<file path="src/rtl/fp_pkg.sv">
// Shared floating-point types: result status codes and an unpacked-operand
// record wide enough for any format up to double precision. Users of the
// record occupy the low EXP_W / MAN_W+1 bits of each field.
package fp_pkg;

    typedef enum logic [1:0] {
        ST_OK  = 2'b00,
        ST_NAN = 2'b01,
        ST_INF = 2'b10,
        ST_NUL = 2'b11
    } fp_state_e;

    localparam int FP_EXP_MAX = 11;
    localparam int FP_SIG_MAX = 53;   // hidden bit + stored mantissa

    typedef struct packed {
        logic                  sign;
        logic [FP_EXP_MAX-1:0] exp;
        logic [FP_SIG_MAX-1:0] sig;
    } fp_unpk_t;

endpackage

</file>
<file path="src/rtl/fp_lzc.sv">
// Leading-zero counter; an all-zero input reports W.
module fp_lzc #(
    parameter int W  = 27,
    parameter int CW = $clog2(W+1)
) (
    input  logic [W-1:0]  in_bits,
    output logic [CW-1:0] cnt
);

    // Scan upward so the highest set bit wins.
    always_comb begin
        cnt = CW'(W);
        for (int i = 0; i < W; i++)
            if (in_bits[i]) cnt = CW'(W-1-i);
    end

endmodule

</file>
<file path="src/rtl/fp_add_sub_pipe.sv">
// Pipelined floating-point adder/subtractor, 4 stages:
// unpack/classify/swap -> align -> add/normalise -> round/pack.
// Subnormals flush to zero. Define FP_ADD_RNE_EN for round-to-nearest-even;
// otherwise results truncate toward zero.
module fp_add_sub_pipe
    import fp_pkg::*;
#(
    parameter int EXP_W = 8,
    parameter int MAN_W = 23
) (
    input  logic                       clk,
    input  logic                       rst,
    input  logic [EXP_W+MAN_W:0]       a,
    input  logic [EXP_W+MAN_W:0]       b,
    input  logic                       sub,
    input  logic                       arg_vld,
    output logic                       arg_rdy,
    output logic [EXP_W+MAN_W:0]       result,
    output logic [1:0]                 state,
    output logic                       res_vld,
    input  logic                       res_rdy
);

    localparam int W      = 1 + EXP_W + MAN_W;
    localparam int SW     = MAN_W + 1;          // significand with hidden bit
    localparam int XW     = MAN_W + 4;          // plus guard, round, sticky
    localparam int STAGES = 4;

    typedef logic [EXP_W:0] exp_t;              // one spare bit for overflow

    logic [STAGES-1:0] vld_pipe;
    logic              en;

    // Whole pipeline advances only when the output slot can move.
    assign arg_rdy = !(res_vld && !res_rdy);
    assign en      = arg_rdy;
    assign res_vld = vld_pipe[STAGES-1];

    // Valid bits shift with the data; bubbles enter when arg_vld is low.
    always_ff @(posedge clk) begin
        if (rst)     vld_pipe <= '0;
        else if (en) vld_pipe <= {vld_pipe[STAGES-2:0], arg_vld};
    end

    // ---------------- stage 1: unpack / classify / swap ----------------
    function automatic fp_unpk_t unpack(input logic s, input logic [EXP_W-1:0] e,
                                        input logic [MAN_W-1:0] m);
        fp_unpk_t u;
        u = '0;
        u.sign = s;
        u.exp[EXP_W-1:0] = e;
        u.sig[SW-1:0] = (e == '0) ? '0 : {1'b1, m};
        return u;
    endfunction

    logic             sa, sb;
    logic [EXP_W-1:0] ea, eb;
    logic [MAN_W-1:0] ma, mb;
    logic             a_nan, a_inf, a_zero, b_nan, b_inf, b_zero;
    fp_state_e        kind1;
    logic             ssign1;
    fp_unpk_t         ua, ub;

    assign {sa, ea, ma} = a;
    assign sb = b[W-1] ^ sub;                   // classify on effective B sign
    assign eb = b[W-2 -: EXP_W];
    assign mb = b[MAN_W-1:0];
    assign ua = unpack(sa, ea, ma);
    assign ub = unpack(sb, eb, mb);

    // Special-case classification; ST_OK means take the arithmetic path.
    always_comb begin
        a_nan  = (&ea) && (ma != '0);
        a_inf  = (&ea) && (ma == '0);
        a_zero = (ea == '0);
        b_nan  = (&eb) && (mb != '0);
        b_inf  = (&eb) && (mb == '0);
        b_zero = (eb == '0);
        kind1  = ST_OK;
        ssign1 = 1'b0;
        if (a_nan || b_nan || (a_inf && b_inf && (sa != sb))) begin
            kind1 = ST_NAN;
        end else if (a_inf || b_inf) begin
            kind1  = ST_INF;
            ssign1 = a_inf ? sa : sb;
        end else if (a_zero && b_zero) begin
            kind1  = ST_NUL;
            ssign1 = sa & sb;                   // -0 only for (-0) + (-0)
        end
    end

    fp_unpk_t         s1_big, s1_sml;
    fp_state_e        s1_kind;
    logic             s1_ssign, s1_sub;
    logic [EXP_W-1:0] s1_diff;

    // Larger magnitude goes to s1_big so later subtraction never goes negative.
    always_ff @(posedge clk) begin
        if (en) begin
            if ({ea, ma} >= {eb, mb}) begin
                s1_big  <= ua;
                s1_sml  <= ub;
                s1_diff <= ea - eb;
            end else begin
                s1_big  <= ub;
                s1_sml  <= ua;
                s1_diff <= eb - ea;
            end
            s1_kind  <= kind1;
            s1_ssign <= ssign1;
            s1_sub   <= sa ^ sb;
        end
    end

    // ---------------- stage 2: align ----------------
    logic [XW-1:0]   sml_x, aligned;
    logic [2*XW-1:0] sh_wide;

    // Right-shift the smaller significand; shifted-out bits fold into sticky.
    always_comb begin
        sml_x   = {s1_sml.sig[SW-1:0], 3'b000};
        sh_wide = '0;
        if (32'(s1_diff) > 32'(XW-1)) begin
            aligned = {{(XW-1){1'b0}}, |sml_x};
        end else begin
            sh_wide = {sml_x, {XW{1'b0}}} >> s1_diff;
            aligned = sh_wide[2*XW-1:XW] | {{(XW-1){1'b0}}, |sh_wide[XW-1:0]};
        end
    end

    fp_state_e        s2_kind;
    logic             s2_ssign, s2_sign, s2_sub;
    logic [EXP_W-1:0] s2_exp;
    logic [XW-1:0]    s2_big_x, s2_sml_x;

    // Align stage register.
    always_ff @(posedge clk) begin
        if (en) begin
            s2_kind  <= s1_kind;
            s2_ssign <= s1_ssign;
            s2_sign  <= s1_big.sign;
            s2_sub   <= s1_sub;
            s2_exp   <= s1_big.exp[EXP_W-1:0];
            s2_big_x <= {s1_big.sig[SW-1:0], 3'b000};
            s2_sml_x <= aligned;
        end
    end

    // ---------------- stage 3: add / normalise ----------------
    logic [XW:0]             sum;
    logic [$clog2(XW+1)-1:0] lz;
    fp_state_e               kind3;
    logic                    sign3;
    exp_t                    exp3;
    logic [XW-1:0]           man3;

    fp_lzc #(.W(XW)) u_lzc (
        .in_bits (sum[XW-1:0]),
        .cnt     (lz)
    );

    // Add/subtract magnitudes, then renormalise right on carry or left by lz.
    always_comb begin
        sum   = s2_sub ? ({1'b0, s2_big_x} - {1'b0, s2_sml_x})
                       : ({1'b0, s2_big_x} + {1'b0, s2_sml_x});
        kind3 = s2_kind;
        sign3 = (s2_kind == ST_OK) ? s2_sign : s2_ssign;
        exp3  = {1'b0, s2_exp};
        man3  = sum[XW-1:0];
        if (s2_kind == ST_OK) begin
            if (sum == '0) begin
                kind3 = ST_NUL;                 // exact cancellation is +0
                sign3 = 1'b0;
            end else if (sum[XW]) begin
                exp3 = {1'b0, s2_exp} + exp_t'(1);
                man3 = {sum[XW:2], sum[1] | sum[0]};
            end else if ({1'b0, s2_exp} <= exp_t'(lz)) begin
                kind3 = ST_NUL;                 // would be subnormal: flush
                sign3 = 1'b0;
            end else begin
                exp3 = {1'b0, s2_exp} - exp_t'(lz);
                man3 = sum[XW-1:0] << lz;
            end
        end
    end

    fp_state_e     s3_kind;
    logic          s3_sign;
    exp_t          s3_exp;
    logic [XW-1:0] s3_man;

    // Normalise stage register.
    always_ff @(posedge clk) begin
        if (en) begin
            s3_kind <= kind3;
            s3_sign <= sign3;
            s3_exp  <= exp3;
            s3_man  <= man3;
        end
    end

    // ---------------- stage 4: round / pack ----------------
    logic [SW:0]      sig_r;
    exp_t             exp4;
    logic [MAN_W-1:0] man4;
    logic [W-1:0]     res_n;
    fp_state_e        st_n;

    // Round the normalised significand and build the final word and status.
    always_comb begin
        sig_r = {1'b0, s3_man[XW-1:3]};
`ifdef FP_ADD_RNE_EN
        if (s3_man[2] && (s3_man[1] || s3_man[0] || s3_man[3]))
            sig_r = sig_r + {{SW{1'b0}}, 1'b1};
`endif
        exp4 = s3_exp;
        man4 = sig_r[MAN_W-1:0];
        if (sig_r[SW]) begin                    // rounding carried out: renormalise
            exp4 = s3_exp + exp_t'(1);
            man4 = sig_r[MAN_W:1];
        end
        case (s3_kind)
            ST_NAN: begin
                res_n = {1'b0, {EXP_W{1'b1}}, 1'b1, {(MAN_W-1){1'b0}}};
                st_n  = ST_NAN;
            end
            ST_INF: begin
                res_n = {s3_sign, {EXP_W{1'b1}}, {MAN_W{1'b0}}};
                st_n  = ST_INF;
            end
            ST_NUL: begin
                res_n = {s3_sign, {(W-1){1'b0}}};
                st_n  = ST_NUL;
            end
            default: begin
                if (exp4 >= exp_t'({EXP_W{1'b1}})) begin
                    res_n = {s3_sign, {EXP_W{1'b1}}, {MAN_W{1'b0}}};
                    st_n  = ST_INF;
                end else begin
                    res_n = {s3_sign, exp4[EXP_W-1:0], man4};
                    st_n  = ST_OK;
                end
            end
        endcase
    end

    // Output register; holds while stalled, only updated by a valid stage.
    always_ff @(posedge clk) begin
        if (rst) begin
            result <= '0;
            state  <= '0;
        end else if (en && vld_pipe[STAGES-2]) begin
            result <= res_n;
            state  <= st_n;
        end
    end

    // Spare record bits and the low rounding bits are intentionally dropped.
    logic unused_bits;
    assign unused_bits = ^{s1_big.exp[FP_EXP_MAX-1:EXP_W], s1_big.sig[FP_SIG_MAX-1:SW],
                           s1_sml.exp, s1_sml.sig[FP_SIG_MAX-1:SW], s1_sml.sign,
                           s3_man[2:0]};

endmodule

</file>
<file path="config.mk">
export PLATFORM = sky130hd
export DESIGN_NAME = fp_add_sub_pipe
export DESIGN_NICKNAME = d
export VERILOG_FILES = /design/src/rtl/fp_pkg.sv /design/src/rtl/fp_lzc.sv /design/src/rtl/fp_add_sub_pipe.sv
export SDC_FILE = /design/constraint.sdc
export NUM_CORES = 1
export LEC_CHECK = 0
export ABC_AREA = 0
export BUFFER_PORTS_ARGS = -buffer_cell sky130_fd_sc_hd__buf_2
export CELL_PAD_IN_SITES_DETAIL_PLACEMENT = 1
export CELL_PAD_IN_SITES_GLOBAL_PLACEMENT = 1
export CORE_ASPECT_RATIO = 1.5
export CORE_UTILIZATION = 49
export CTS_BUF_LIST = sky130_fd_sc_hd__clkbuf_8
export DETAILED_ROUTE_END_ITERATION = 7
export GPL_ROUTABILITY_DRIVEN = 0
export GPL_TIMING_DRIVEN = 0
export PLACE_DENSITY_LB_ADDON = 0.3
export SYNTH_ARGS = -nofsm -noshare
export SYNTH_HDL_FRONTEND = slang
export SYNTH_SLANG_ARGS = --single-unit
</file>
<file path="constraint.sdc">
create_clock -name clk -period 10.86 [get_ports clk]
set_input_delay 1.629 -clock clk [delete_from_list [all_inputs] [get_ports clk]]
set_output_delay 1.629 -clock clk [all_outputs]
set_load 0.01 [all_outputs]
</file>
# Word level (Yosys, flattened, before mapping)
# Cells that the tools add are included.
# totals
input_bits	69
ff_bits	209
wordCells	133
# op_classes
bitwise_logic	6
shifts	2
magnitude_cmp	4
muxes	60
reduce_logical	27
eq_ne	4
n_addsub	6
# ops
operator	count
26-bit 2-to-1 mux	4
32-bit one-hot mux with 3 select lines	1
5-bit 2-to-1 mux	16
24-bit 2-to-1 mux	3
65-bit 2-to-1 mux	1
54-bit by 8-bit >> shifter with 54-bit output	1
23-bit zero test	2
23-bit nonzero test	2
4-bit 2-to-1 mux	8
31-bit greater-or-equal comparator	1
31-bit 2-to-1 mux	1
27-bit by 27-bit adder with 28-bit output	1
28-bit zero test	1
28-bit 2-to-1 mux	1
27-bit by 27-bit subtractor with 28-bit output	1
27-bit by 1-bit bitwise OR with 27-bit output	1
27-bit OR reduction	1
27-bit by 5-bit left shift with 26-bit output	1
8-bit 2-to-1 mux	3
24-bit OR reduction	1
2-bit 2-to-1 mux	9
9-bit 2-to-1 mux	2
8-bit zero test	2
8-bit AND reduction	2
other kinds (20)	43

# Depth between registers and ports, before layout
# Gate-level depths: netlist of run 1.
# logic_depth
depth_word	34
depth_mapped	30
depth_no_buf	26

# Cells and area by module
# A second synthesis of run 1 with hierarchy kept.
# hier_totals
cells_unflattened	1824
area_unflattened_um2	15949.0
# by_module_without_submodules
module	seq_area_each_um2	instances	area_each_um2	cells_per_inst
fp_add_sub_pipe	5805.6	1	15671.3	1773
fp_lzc	0.0	1	277.8	51

# Worst setup path before layout of run 1
# OpenSTA, ideal clock, no wires.
# synth_timing
kind	input port to flip-flop
startpoint	input res_rdy
endpoint	register result[27]
slack_ps	2286
t_arrival_ps	8503
n_path_buf	1
stages	6
path_cell_list	nand2b_1 > clkbuf_1 > nand2_1 > nor2_1 > o21ai_0 > a21oi_1
# synth_between
elab_chain_cells	4
# synth_lines
item	line_no	source
start, declared	fp_add_sub_pipe.sv:21	input logic res_rdy
1-bit zero test	fp_add_sub_pipe.sv:35	assign arg_rdy = !(res_vld && !res_rdy);
1-bit logical AND	fp_add_sub_pipe.sv:35	
1-bit zero test	fp_add_sub_pipe.sv:35	
net arg_rdy	fp_add_sub_pipe.sv:17	output logic arg_rdy,
1-bit logical AND	fp_add_sub_pipe.sv:252	end else if (en && vld_pipe[STAGES-2]) begin
end signal, assigned	fp_add_sub_pipe.sv:253	result <= res_n;
end, declared	fp_add_sub_pipe.sv:18	output logic [EXP_W+MAN_W:0] result,
# The timed path passes the listed nets, and every way through them passes these cells.
# A chain may end at the register's enable or synchronous reset.

# Worst setup path in the final report of run 1
# layout_timing
startpoint	register s2_big_x[4]
endpoint	register s3_man[23] (data pin)
# layout_between
elab_chain_cells	30
# layout_lines
item	line_no	source
start, declared	fp_add_sub_pipe.sv:134	logic [XW-1:0] s2_big_x, s2_sml_x;
start signal, assigned	fp_add_sub_pipe.sv:144	s2_big_x <= {s1_big.sig[SW-1:0], 3'b000};
27-bit by 27-bit adder with 28-bit output or 27-bit by 27-bit subtractor with 28-bit output (tied branches)	fp_add_sub_pipe.sv:165, fp_add_sub_pipe.sv:164	
28-bit 2-to-1 mux *	fp_add_sub_pipe.sv:164	sum = s2_sub ? ({1'b0, s2_big_x} - {1'b0, s2_sml_x})
4-bit 2-to-1 mux (7 in series)	fp_lzc.sv:14	if (in_bits[i]) cnt = CW'(W-1-i);
5-bit 2-to-1 mux (16 in series)	fp_lzc.sv:14	
8-bit by 5-bit <= comparator with 1-bit output or 27-bit by 5-bit left shift with 26-bit output (tied branches)	fp_add_sub_pipe.sv:177, fp_add_sub_pipe.sv:182	
26-bit 2-to-1 mux	fp_add_sub_pipe.sv:177	end else if ({1'b0, s2_exp} <= exp_t'(lz)) begin
26-bit 2-to-1 mux	fp_add_sub_pipe.sv:174	end else if (sum[XW]) begin
26-bit 2-to-1 mux	fp_add_sub_pipe.sv:171	if (sum == '0) begin
26-bit 2-to-1 mux *	fp_add_sub_pipe.sv:170	if (s2_kind == ST_OK) begin
net man3[23]	fp_add_sub_pipe.sv:155	logic [XW-1:0] man3;
end signal, assigned	fp_add_sub_pipe.sv:198	s3_man <= man3;
end, declared	fp_add_sub_pipe.sv:190	logic [XW-1:0] s3_man;
# Mark *: on every way through the listed nets, which the timed path passes. The rest lies on a longest branch.

==> results of run 1 <==
how the worst min path moves through the flow:
stage | from | to | slack (ns) | cells past startpoint
6_report | s1_big[64]$_DFFE_PN_ | s2_sign$_DFFE_PN_ | 0.42 | 0
5_1_grt | s1_big[53]$_DFFE_PN_ | s2_exp[0]$_DFFE_PN_ | 0.42 | 0
4_1_cts | s1_big[64]$_DFFE_PN_ | s2_sign$_DFFE_PN_ | 0.42 | 0
3_5_place_dp | s1_big[0]$_DFFE_PN_ | s2_big_x[3]$_DFFE_PN_ | 0.41 | 0
3_3_place_gp | s1_big[11]$_DFFE_PN_ | s2_big_x[14]$_DFFE_PN_ | 0.40 | 0
2_1_floorplan | s1_big[7]$_DFFE_PN_ | s2_big_x[10]$_DFFE_PN_ | 0.40 | 0
metal layers:
| layer | wire length, um | up-vias |
|---|---|---|
| li1 | - | 6880 |
| met1 | 18400 | 7361 |
| met2 | 30200 | 625 |
| met3 | 2610 | 278 |
| met4 | 4780 | 0 |
| met5 | 0 | - |
report_power, final:
group	switching, mW	leakage (nW)	internal, mW	total (mW)
Clock	0.324	0.364	0.343	0.667
Combinational	1.15	4.65	0.603	1.75
Sequential	0.0860	2.16	1.02	1.11
state kept, by name, indices dropped and copies added (netlist names), 2 cells and up:
| name | cells |
|---|---|
| s1_big | 33 |
| result | 32 |
| s2_sml_x | 27 |
| s1_sml | 24 |
| s2_big_x | 24 |
| s3_man | 23 |
| exp4 | 9 |
| s1_diff | 8 |
| s2_exp | 8 |
| vld_pipe | 4 |
| s1_kind | 2 |
| s2_kind | 2 |
| s3_kind | 2 |
| state | 2 |
through the flow:
stage	instance area, sq um	total power, mW
floorplan	15800	2.25
global placement	16900	2.71
detailed placement	16900	2.79
CTS	17600	3.46
global route	17600	3.69
finish	17600	3.52
synthesized netlist by cell type (all sizes together), types with 16 or more instances:
cell	count	area (sq um)
edfxtp	168	5040
a21oi	141	717
nor2	141	532
nand2	131	492
inv	108	405
ha	98	1230
o21ai	98	490
clkbuf	77	289
mux2i	74	741
nand3	52	265
a22o	48	420
dfxtp	38	761
nor3	38	190
nand2b	35	226
nand4	35	219
a21o	26	195
nor4	26	163
xnor2	26	243
a211oi	24	198
buf	24	128
a31oi	23	144
nor2b	22	138
o22ai	16	100
worst max-delay path: stages, from the launching register on:
cell	delay [ns]
edfxtp_1	0.45
ha_1	0.42
a21oi_1	0.31
o22a_1	0.26
and3_1	0.33
o31ai_1	0.18
o31ai_1	0.52
a22oi_1	0.22
xnor2_1	0.91
nor4_1	0.28
a2111oi_4	0.80
inv_2	0.27
buf_2	0.29
buf_4	0.22
ha_1	0.35
a21o_1	0.20
a21o_1	0.18
a21o_1	0.23
a2111oi_2	0.86
o21ai_0	0.52
and2_1	0.27
clkbuf_1	0.28
o22ai_1	0.21
a31oi_1	0.06
o41a_1	0.15
layout make-up:
| cell class | count | area, sq um | share of cell area (%) |
|---|---|---|---|
| Clock buffer | 34 | 468 | 2.66 |
| Timing Repair Buffer | 106 | 578 | 3.29 |
| Clock inverter | 25 | 165 | 0.939 |
| Sequential cell | 206 | 5810 | 33.0 |
| Buffer | 101 | 420 | 2.39 |
| Inverter | 110 | 413 | 2.35 |
| Multi-Input combinational cell | 1327 | 9220 | 52.4 |
| Tap cell | 410 | 513 | 2.92 |
kinds of logic after synthesis:
group                      after synthesis  synth area share [%]
AOI/OAI and AO/OA                      540                  23.2
muxes                                   99                  7.33
adders and majority gates              102                  8.24
DFF                                    206                  36.6
buffers and inverters                  211                  5.23
xor gates and xnor gates                38                  2.19
and+or+nand+nor                        548                  17.1
==> impl_metrics.toml, run 1 <==
[clock_network]
tritoncts = "done"
cts-root-buf = "clkbuf_8"
cts.hold.buffers_added = 0
cts_buffers = 34
clock_insertion_delay_worst_skew_ns = 0.57
clock_path_buffers = 3
post_cts.repair.setup_buffers = 0
clock_sink_count = 206
post_cts.resized_instances = 0
number_of_levels_in_the_clock_h_tree = 2
cts.reportedPaths.clkPinSlew_ns = 0.06

[synth]
syn-num-nets = 1915
ys.flop_type = "edfxtp_1"
post_synth_instance_area_sq_mm = 0.0158
ys_seq_area_share_pct = 36.6
async_flop_share_pct = 0
post_synth_inst_count = 1744
syn_area_per_cell_sq_um = 9.09
postSynthRegisterBits = 206
post_synth_num_cell_types = 94
synth-edff-count = 168
synth.yosys.warnings = 0

[timing]
final.setup_skew_ns = 0.0367
timing.final.hold_violations = 0
finalCriticalPeriod_ns = 9.07
timing_worst_slew_pin_value_ns = 1.10
finalCritPeriodShare_pct = 83.6
grt_setup_unrepaired = "no"
slew-limit-headroom_pct = 26.0
final-max-slew-violation-count = 0
clock.fmax_mhz = 110
timing.setup.tns_ns = 0
setup_viol = 0
layout_setup_ws_ns = 1.79
hold-worst-slack_ns = 0.416

[global_route]
overall_global_routing_resource_usage_pct = 34.2
global_route_overflow = 0
grt_start_max_net_pins = 64
grt_first_pass_wirelength_mm = 86.8
antenna_found_initial = 0
grt_util_met2_pct = 65.0
globalRouteMet1Util_pct = 31.3
groute.layer.met3.usage_pct = 6.22
grt.busiest_layer = "met2"
grt_pass1_vias = 16100

[die]
design.core.area_sq_mm = 0.0318
initial_utilization_pct = 49.8
die_width_um = 149
die_h_um = 222
number_of_standard_cell_rows_in_the_floorplan = 80
ios = 105
dieArea_sq_mm = 0.0331

[placement]
placedCellCount = 2259
buffer_ports.inserted = 103
detailed_place_hpwl_mm = 43.9
dp_slack_ns = 2.15

[min_path]
path_category_of_the_worst_min_delay_check = "reg -> reg"

[pwr]
p_per_area_mw_per_mm2 = 200
ir_drop_v = 0.0000784
power_leakage_nw = 7.17

[detailed_routing]
route.detailed.wl_per_inst_um = 24.1
route.detailed.drc = 0
postRouteAntennaNets = 0
drt-vias-per-instance = 6.53
drt_pass1_iterations = 5
drt_first_iter_violations = 835
wl_mm = 56.0
routed-via-count = 15100

[setup_path]
crit_path_end = "s3_man[23]$_DFFE_PN_"
endpoint_of_the_worst_register_to_register_path = "s3_man[23]$_DFFE_PN_"
critical_path.startpoint_type = "register"
timing.critical_path.required_ns = 11.14
r2r.worst_path.cells = 24
setup.reg_to_reg.worst_slack_ns = 1.79
worstSetupEndpointType = "register"
worst-path-max-fanout = 10
timing.setup.critical_path_class = "reg -> reg"
worst-endpoint-arrival_ns = 9.36
critical_path_start = "s2_big_x[4]$_DFFE_PN_"
worstReg2RegStart = "s2_big_x[4]$_DFFE_PN_"

[finish]
final_core_util_pct = 55.2
commonest_cells_after_routing_fill_and_taps_aside = "edfxtp_1, nor2_1, a21oi_1"
post_route_cells_drive_above_1_share_pct = 11.5
n_antenna_cell = 0
layout.cells.most_common = "edfxtp_1"
total_nets_final = 2057
area_growth_pct = 10.9
layout.cells.non_filler = 2319
fillerInstances = 3799

[run]
max_cap_violations = 0

[run_status]
status = "finished clean"
Note: power is estimated with default switching activity, not from simulation.
==> inputs of run 2 (changes only) <==
==> constraint.sdc (replaced) <==
create_clock -name clk -period 8.5 [get_ports clk]
set_input_delay 1.275 -clock clk [delete_from_list [all_inputs] [get_ports clk]]
set_output_delay 1.275 -clock clk [all_outputs]
set_load 0.01 [all_outputs]
==> run 2 against run 1 <==
Net effect:
- cell area is 0.62% higher
- sequential cell count is the same
- count of clock-buffer cells in the layout is the same
- highest routed layer unchanged
- die area stayed put
==> impl_metrics.toml, run 2 (same netlist as run 1, synthesis figures left out) <==
[run_status]
status = "finished clean"

[setup_path]
setup.reg_to_reg.worst_slack_ns = 0.19
worstReg2RegStart = "s2_big_x[8]$_DFFE_PN_"
timing.critical_path.required_ns = 8.79
critical_path.startpoint_type = "register"
worst-endpoint-arrival_ns = 8.61
critical_path_max_stage_delay_ns = 0.58
worstSetupEndpointType = "register"
r2r.worst_path.cells = 26
crit_path_top_delay_cell = "nor3_1"
worst-path-max-fanout = 11
timing.setup.critical_path_class = "reg -> reg"
endpoint_of_the_worst_register_to_register_path = "s3_man[23]$_DFFE_PN_"
timing.critical_path.mode_cell = "a21o_1"

[finish]
max_flop_register = "s1_big"
post_route_cells_drive_above_1_share_pct = 12.2
total_nets_final = 2061
commonest_cells_after_routing_fill_and_taps_aside = "edfxtp_1, nor2_1, a21oi_1"
reg_top3 = "s1_big x33, result x32, s2_sml_x x27"
n_antenna_cell = 0
layout.cells.most_common = "edfxtp_1"
area_growth_pct = 11.6
largest_register_ff_count = 33
fillerInstances = 3797

[clock_network]
cts.reportedPaths.clkPinSlew_ns = 0.06
cts.hold.buffers_added = 0
clock_sink_count = 206
clock_path_buffers = 3
cts_buffers = 34
clock_insertion_delay_worst_skew_ns = 0.57
cts-root-buf = "clkbuf_8"
number_of_levels_in_the_clock_h_tree = 2
tritoncts = "done"

[pwr]
clockPowerShare_pct = 18.8
share_comb_of_total_power_pct = 49.9
net-switching-power_mw = 2.00
sequentialPowerShare_pct = 31.3
ir_drop_v = 0.000100
power_leakage_nw = 7.22
p_per_area_mw_per_mm2 = 256
sw_frac_of_total_pct = 44.1
power_report.internal_total_mw = 2.53

[timing]
timing_worst_slew_pin_value_ns = 1.06
grt_setup_unrepaired = "no"
hold-worst-slack_ns = 0.415
slew-limit-headroom_pct = 29.1
timing.setup.tns_ns = 0
finalCriticalPeriod_ns = 8.31
clock.fmax_mhz = 120
finalCritPeriodShare_pct = 97.8
final.setup_skew_ns = 0.0343
setup_viol = 0
timing.final.hold_violations = 0
final-max-slew-violation-count = 0

[min_path]
hold_end = "s2_sign$_DFFE_PN_"
hold_path_depth = 0
path_category_of_the_worst_min_delay_check = "reg -> reg"
holdCritStartpoint = "s1_big[64]$_DFFE_PN_"

[global_route]
grt_pass1_vias = 16100
grt_start_max_net_pins = 64
global_route_overflow = 0
overall_global_routing_resource_usage_pct = 34.2
antenna_found_initial = 0
grt_first_pass_wirelength_mm = 86.8

[detailed_routing]
drt_first_iter_violations = 988
route.detailed.drc = 0
drt-vias-per-instance = 6.53
route.detailed.wl_per_inst_um = 24.2
routed-via-count = 15200
postRouteAntennaNets = 0
drt_pass1_iterations = 5
wl_mm = 56.2

[die]
design.core.area_sq_mm = 0.0318
initial_utilization_pct = 49.8
die_h_um = 222
number_of_standard_cell_rows_in_the_floorplan = 80
ios = 105
die_width_um = 149
dieArea_sq_mm = 0.0331

[run]
max_cap_violations = 0

[placement]
detailed_place_hpwl_mm = 43.9
buffer_ports.inserted = 103
-- run 2: worst max path at each step --
stage	depth (start not counted)	slack (ns)	start	end
finish	26	0.19	s2_big_x[8]$_DFFE_PN_	s3_man[23]$_DFFE_PN_
CTS	27	0.17	s2_big_x[13]$_DFFE_PN_	s3_man[23]$_DFFE_PN_
detailed placement	24	-0.21	s2_big_x[4]$_DFFE_PN_	s3_man[23]$_DFFE_PN_
global route	27	0.007	s2_big_x[5]$_DFFE_PN_	s3_man[3]$_DFFE_PN_
floorplan	6	0.28	res_rdy	result[27]$_SDFFE_PP0P_
global placement	7	-2.63	res_rdy	result[24]$_SDFFE_PP0P_
-- run 2: layout make-up --
| cell class | count | area [sq um] | share of cell area (%) |
|---|---|---|---|
| multi-input combinational | 1327 | 9300 | 52.6 |
| sequential | 206 | 5810 | 32.8 |
| timing repair buffer | 110 | 608 | 3.44 |
| tap | 410 | 513 | 2.90 |
| clock buffer | 34 | 468 | 2.64 |
| buffer | 101 | 422 | 2.38 |
| inverter | 110 | 413 | 2.33 |
| clock inverter | 25 | 165 | 0.934 |
-- run 2: per-stage QoR --
step	instances	worst slack, ns	instance area, sq um	utilization (%)	total power [mW]
5_1_grt	2323	0.00697	17700	55.6	4.73
2_1_floorplan	1744	0.280	15800	-	2.88
4_1_cts	2318	0.167	17600	55.3	4.42
3_5_place_dp	2259	-0.210	16900	53.2	3.56
3_3_place_gp	2257	-2.63	16900	53.0	3.47
6_report	2323	0.186	17700	55.6	4.53
-- run 2: worst max-delay path, delay by kind of cell, from the launching register on --
family,cells,cell delay [ns]
compound gates,10,2.66
xor+xnor,1,0.53
fa+ha+maj,2,0.57
simple gates,7,2.34
flops,1,0.42
buf+inv,6,1.51
-- run 2: what timing repair did --
action	in CTS	in global routing
gates resized for setup	2	15
buffers inserted	0	4
pin swaps	0	3
setup endpoints to repair	7	30
-- run 2: per-layer routing --
layer  routed length [um]  share of wire [%]  global-route usage (%)
met1                18300                 33                    31.2
met3                 2860                5.1                    6.28
met2                30100                 54                    65.0
met5                    0                  0                       0
met4                 4910                8.7                    26.5
-- run 2: power by group through the flow --
stage / sequential [mW] / clock (mW) / combinational [mW]
3_5_place_dp: 1.43 / 0 / 2.13
5_1_grt: 1.43 / 0.902 / 2.40
4_1_cts: 1.41 / 0.863 / 2.15
3_3_place_gp: 1.42 / 0 / 2.05
6_report: 1.42 / 0.851 / 2.26
2_1_floorplan: 1.38 / 0 / 1.50
